<file path="config.mk">
export PLATFORM = sky130hd
export DESIGN_NAME = divider_flat
export DESIGN_NICKNAME = d
export VERILOG_FILES = /design/src/rtl/divider_pkg.sv /design/src/rtl/divider_if.sv /design/src/rtl/divider.sv /design/src/flat_wrapper.sv
export SDC_FILE = /design/constraint.sdc
export NUM_CORES = 1
export LEC_CHECK = 0
export CELL_PAD_IN_SITES_DETAIL_PLACEMENT = 1
export CELL_PAD_IN_SITES_GLOBAL_PLACEMENT = 2
export CORE_MARGIN = 3
export CORE_UTILIZATION = 32
export DETAILED_ROUTE_END_ITERATION = 16
export GPL_TIMING_DRIVEN = 0
export MAX_ROUTING_LAYER = met4
export PLACE_DENSITY = 0.74
export SETUP_SLACK_MARGIN = 0.4
export SLEW_MARGIN = 5
export SYNTH_ARGS = -nofsm -noshare
export SYNTH_HDL_FRONTEND = slang
export SYNTH_SLANG_ARGS = --single-unit
</file>
<file path="constraint.sdc">
create_clock -name clk -period 2.8 [get_ports clk]
set_input_delay 0.56 -clock clk [delete_from_list [all_inputs] [get_ports clk]]
set_output_delay 0.56 -clock clk [all_outputs]
set_load 0.02 [all_outputs]
</file>
<file path="src/rtl/divider_pkg.sv">
// Shared execute-stage definitions: multiply/divide op encoding and divider FSM states.
// The multiplier imports the same op constants so the EX stall logic can treat both units alike.
package divider_pkg;

    localparam logic [1:0] OP_NONE     = 2'b00;
    localparam logic [1:0] OP_UNSIGNED = 2'b01;
    localparam logic [1:0] OP_SIGNED   = 2'b10;

    typedef enum logic [1:0] {
        IDLE,
        CALC,
        FIX
    } div_state_t;

endpackage

</file>
<file path="src/rtl/divider_if.sv">
// Divider request/result bundle: op/a/b towards the unit, q/r/done back to the execute stage.
// done doubles as ready (idle) and result-valid.
interface divider_if #(parameter int WIDTH = 32);
    logic [1:0]       op;
    logic [WIDTH-1:0] a;
    logic [WIDTH-1:0] b;
    logic [WIDTH-1:0] q;
    logic [WIDTH-1:0] r;
    logic             done;

    modport master (output op, a, b, input q, r, done);
    modport slave  (input op, a, b, output q, r, done);
endinterface

</file>
<file path="src/rtl/divider.sv">
// Multi-cycle radix-2 restoring divider for DIV/DIVU: magnitudes in, sign fix-up at the end.
// Latency: 34 busy cycles from accept edge; op is ignored (not queued) while done is low.
module divider
    import divider_pkg::*;
#(
    parameter int WIDTH = 32
) (
    input  logic      clk,
    input  logic      resetn,
    divider_if.slave  bus
);
    localparam int CW = $clog2(WIDTH);

    div_state_t       state, state_nx;
    logic [CW-1:0]    cnt;
    logic             setup;
    logic [WIDTH-1:0] rem, dvd, dvs, quot, araw, q, r;
    logic             qs, rs, bz;
    logic [WIDTH:0]   rem_sh;
    logic [WIDTH-1:0] diff, rem_nx;
    logic             qbit, accept, sgn;

    function automatic logic [WIDTH-1:0] mag(input logic [WIDTH-1:0] v, input logic neg);
        return neg ? -v : v;
    endfunction

    always_comb begin
        sgn      = (bus.op == OP_SIGNED);
        accept   = (state == IDLE) && ((bus.op == OP_SIGNED) || (bus.op == OP_UNSIGNED));
        rem_sh   = {rem, dvd[WIDTH-1]};
        qbit     = (rem_sh >= {1'b0, dvs});
        // rem_sh < 2*dvs, so when qbit is set the difference always fits in WIDTH bits
        diff     = rem_sh[WIDTH-1:0] - dvs;
        rem_nx   = qbit ? diff : rem_sh[WIDTH-1:0];
        state_nx = state;
        case (state)
            IDLE:    if (accept) state_nx = CALC;
            CALC:    if (!setup && cnt == '0) state_nx = FIX;
            FIX:     state_nx = IDLE;
            default: state_nx = IDLE;
        endcase
    end

    always_ff @(posedge clk or negedge resetn) begin
        if (!resetn) begin
            state <= IDLE;
            cnt   <= '0;
            setup <= 1'b0;
            rem   <= '0;
            dvd   <= '0;
            dvs   <= '0;
            quot  <= '0;
            araw  <= '0;
            qs    <= 1'b0;
            rs    <= 1'b0;
            bz    <= 1'b0;
            q     <= '0;
            r     <= '0;
        end else begin
            state <= state_nx;
            case (state)
                IDLE: if (accept) begin
                    dvd   <= mag(bus.a, sgn && bus.a[WIDTH-1]);
                    dvs   <= mag(bus.b, sgn && bus.b[WIDTH-1]);
                    qs    <= sgn && (bus.a[WIDTH-1] ^ bus.b[WIDTH-1]);
                    rs    <= sgn && bus.a[WIDTH-1];
                    bz    <= (bus.b == '0);
                    araw  <= bus.a;
                    rem   <= '0;
                    quot  <= '0;
                    cnt   <= CW'(WIDTH - 1);
                    setup <= 1'b1;
                end
                CALC: begin
                    // one alignment cycle before the first quotient bit keeps the
                    // busy window at 34 cycles, matching the multiplier stall timing
                    if (setup) begin
                        setup <= 1'b0;
                    end else begin
                        rem  <= rem_nx;
                        dvd  <= {dvd[WIDTH-2:0], 1'b0};
                        quot <= {quot[WIDTH-2:0], qbit};
                        cnt  <= cnt - 1'b1;
                    end
                end
                FIX: begin
                    q <= bz ? '1   : (qs ? -quot : quot);
                    r <= bz ? araw : (rs ? -rem  : rem);
                end
                default: ;
            endcase
        end
    end

    assign bus.q    = q;
    assign bus.r    = r;
    assign bus.done = (state == IDLE);

endmodule

</file>
<file path="src/flat_wrapper.sv">
// flat-port wrapper written by rule: the top's interface ports become plain ports
module divider_flat import divider_pkg::*;
#(
    parameter int WIDTH = 32
)
  (clk, resetn, bus_op, bus_a, bus_b, bus_q, bus_r, bus_done);
  divider_if #(.WIDTH(WIDTH)) bus_i ();
  input  logic clk;
  input  logic resetn;
  input wire logic [$bits(bus_i.op)-1:0] bus_op;
  input wire logic [$bits(bus_i.a)-1:0] bus_a;
  input wire logic [$bits(bus_i.b)-1:0] bus_b;
  output wire logic [$bits(bus_i.q)-1:0] bus_q;
  output wire logic [$bits(bus_i.r)-1:0] bus_r;
  output wire logic [$bits(bus_i.done)-1:0] bus_done;
  assign bus_i.op = bus_op;
  assign bus_i.a = bus_a;
  assign bus_i.b = bus_b;
  assign bus_q = bus_i.q;
  assign bus_r = bus_i.r;
  assign bus_done = bus_i.done;
  divider #(.WIDTH(WIDTH)) u_core (.clk(clk), .resetn(resetn), .bus(bus_i));
endmodule
</file>
==> results.md <==
- Clock Pin Slew Worst Setup and Hold Paths: 0.06 ns
- Worst hold path class: in -> reg
- H-tree Lvls: 1
- ANT cells: 0
- R2r worst-path depth: 15
- Cells after Synth: 1626
- Max-slew violation count: 0
- Worst R2R Setup Slack: -0.16 ns
- Crit path capture: u_core.rem[7]
- CP arrival: 3.45 ns
- DR WL/cell: slightly above 20 um
- CP endpoint kind: flip-flop
- Detail Placement HPWL: 36700 um
- Final Cycle Share: 106%
- Post-DRT Antenna Nets: 0
- Vias in the first global route: roughly 14000
- First-pass GRT wire length: between 80000 and 90000 um
- Gr ovfl total: 0
- Residual DRC: 0
- Final setup vio count: 37
- Total GRT Usage: between 20% and 30%
- Die H: ~210 um
- Final WS setup: -0.160 ns
- Via density: roughly 5.2
- Clock sinks: between 200 and 250
- Syn nets: 1734
- FMAX: 0.338 GHz
- CTS tree: yes
- Leakage: ~8.4 nW
- Critical setup path kind: reg -> reg
- Final Hold Fails: 0
- Sequential fraction of the synthesis area: between 40% and 50%
- CP required: 3.29 ns
- Worst Tran Pin Value: between 1 and 1.5 ns
- Worst Path Max Fanout: 5
- Final net count: 2026
- Starting DRT DRC Count: approximately 660
- Core area: 42400 um^2
- Violated checks: setup timing
- Via count: 13200
- First-pass DRT Iterations: 5
- Synth warn: 0
- Flip-flop and latch count after synthesis: 235
- Count leader, synth: nand2_1
- Num rows: 75
- Clk_lat worst skew: slightly below 0.6 ns
- Netlist cell types: 69
- Num CTS Buffers: 30
- Power consumption: roughly 0.027 W
- Commonest cells post-synth: nand2_1, dfrtp_1, o21ai_0, a21oi_1, nor2_1
- Die Area: roughly 46000 um^2
- Post-Place Setup Slack: -1.19 ns
- Worst r2r src: u_core.dvs[16]
- Worst R2R End: u_core.rem[7]
- Layout overhead on the synthesized area: 40.9%
- Avg Synthesized Cell Area: 8.56 um^2
- Routed Wire Length: 51400 um
- Worst Setup Start Kind: flip-flop
- Max_cap viols: 0
- Post-synth top area share: between 40% and 50%
- # IOs: ~130
- Max-slew headroom: 30.7%
- Largest net degree at the start of global routing: 87
- Initial antenna violation count: 0
- CTS root buf: clkbuf_16
- IO Port Bufs: between 100 and 150
- Die width: between 200 and 250 um
- Clk buf depth: 3
- Initial core utilization: between 30 and 40%
- Synth Flop Type: dfrtp_1
- Synth area leader: dfrtp_1
- Fin Clk Skew: between 0.01 and 0.015 ns
- Ranking of synthesized cells by area: dfrtp_1, nand2_1, o21ai_0, a21oi_1, xor2_1
- Final worst path period need: 2.96 ns
- Status: finished with violations
- Unrepaired setup endpoints after global routing: true
- Post-synth ARST share: between 90% and 100%
- Layout cells sized above 1: about 22%
- Peak supply drop: roughly 0.65 mV
- Final Wtd Congestion: 0.860
- Post-synth EDFFs: 0
- Crit path from: u_core.dvs[16]
- Post-Syn Area: ~14000 um^2
- Power per cell area: around 1400 nW/um^2
worst min path at each step:
stage | from | to | slack (ns) | depth (start not counted)
3_3_place_gp | u_core.bus.r[18] | u_core.bus.r[18] | 0.46 | 2
4_1_cts | bus_b[10] | u_core.dvs[10] | 0.27 | 3
5_1_grt | bus_b[10] | u_core.dvs[10] | 0.32 | 3
3_5_place_dp | u_core.bus.r[18] | u_core.bus.r[18] | 0.46 | 2
6_report | bus_b[10] | u_core.dvs[10] | 0.30 | 3
2_1_floorplan | resetn | u_core.araw[0] | 0.26 | 0
per-stage QoR:
step	setup TNS, ns	area (um^2)	util, %	cells	hold slack (ns)
after floorplan	0	14100	-	1626	0.264
after global placement	-2392.36	16100	38.0	2335	0.461
after detailed placement	-68.14	16200	38.2	2338	0.460
after CTS	-0.727	18800	44.4	2478	0.270
after global routing	-8.97	19600	46.2	2519	0.322
final	-3.06	19600	46.2	2519	0.296
repair_timing:
item	4_1_cts	5_1_grt
pin swaps	68	56
resized for setup	239	129
hold endpoints to repair	9	0
setup buffers	82	41
setup endpoints to repair	148	116
gates cloned	1	1
hold buffers	1	0
state kept, by name, summed over array words and instances (netlist names), 5 cells and up:
| name | cells |
|---|---|
| u_core.rem | 32 |
| u_core.bus.r | 32 |
| u_core.bus.q | 32 |
| u_core.cnt | 5 |
| u_core.dvd | 32 |
| u_core.quot | 32 |
| u_core.araw | 32 |
| u_core.dvs | 32 |
kinds of logic after synthesis:
kind of cell    count (synthesis)  share of synthesized area [%]
fa+ha+maj                      40                           3.65
flops                         235                           42.3
mux                            33                           2.39
xor+xnor                      143                           9.00
compound gates                474                           20.6
buf+inv                       157                           4.53
simple gates                  544                           17.6
placed cells by master, fill, tap and decap left out, types with 10 or more instances in the layout:
| cell type | count |
|---|---|
| nand2_1 | 274 |
| dfrtp_1 | 210 |
| o21ai_0 | 129 |
| a21oi_1 | 123 |
| nor2_1 | 113 |
| buf_4 | 103 |
| clkdlybuf4s50_1 | 102 |
| xor2_1 | 72 |
| inv_1 | 59 |
| xnor2_1 | 55 |
| clkbuf_1 | 52 |
| o21ai_1 | 44 |
| clkbuf_16 | 32 |
| a22o_1 | 31 |
| mux2i_1 | 30 |
| buf_6 | 29 |
| ha_1 | 25 |
| dfrtp_2 | 25 |
| a21oi_2 | 23 |
| o31ai_1 | 18 |
| clkbuf_2 | 17 |
| dlygate4sd2_1 | 17 |
| nor3_1 | 14 |
| nand3_1 | 13 |
| or3_1 | 12 |
| ha_4 | 12 |
| or4_4 | 11 |
| o31ai_4 | 11 |
| nand4_1 | 11 |
| a21o_1 | 11 |
| xnor2_2 | 11 |
| nand2_2 | 10 |
metal layers:
layer	global-route usage, %	vias to the layer above	share of wire [%]
met2	38.4	213	50
met5	-	-	0
met3	2.27	77	2.8
li1	-	6254	-
met4	5.92	0	2.9
met1	28.6	6673	44
power by group:
group	total, W	internal (W)	switching [W]
clock network	0.00458	0.00297	0.00160
registers	0.00664	0.00509	0.00156
logic	0.0160	0.00748	0.00849
total	0.0272	0.0155	0.0117
critical path, cell delays in order (launching register included):
cell and delay, ns:
dfrtp_1 0.40, inv_2 0.08, ha_4 0.20, buf_6 0.12
buf_4 0.15, a21oi_1 0.25, o21ai_2 0.13, a221oi_4 0.34
a2111oi_4 0.13, nor3_2 0.22, buf_4 0.19, nor2_4 0.05
buf_4 0.19, clkbuf_16 0.15, mux2i_1 0.11, o21ai_0 0.17
final cells by class:
cell class,count,area (um^2)
Timing Repair Buffer,261,2460
Inverter,64,240
Clock inverter,16,309
Buffer,92,494
Sequential cell,235,5910
Clock buffer,40,860
Tap cell,577,722
Fill cell,4853,22800
Multi-Input combinational cell,1234,8610
Note: power is estimated with default switching activity, not from simulation.
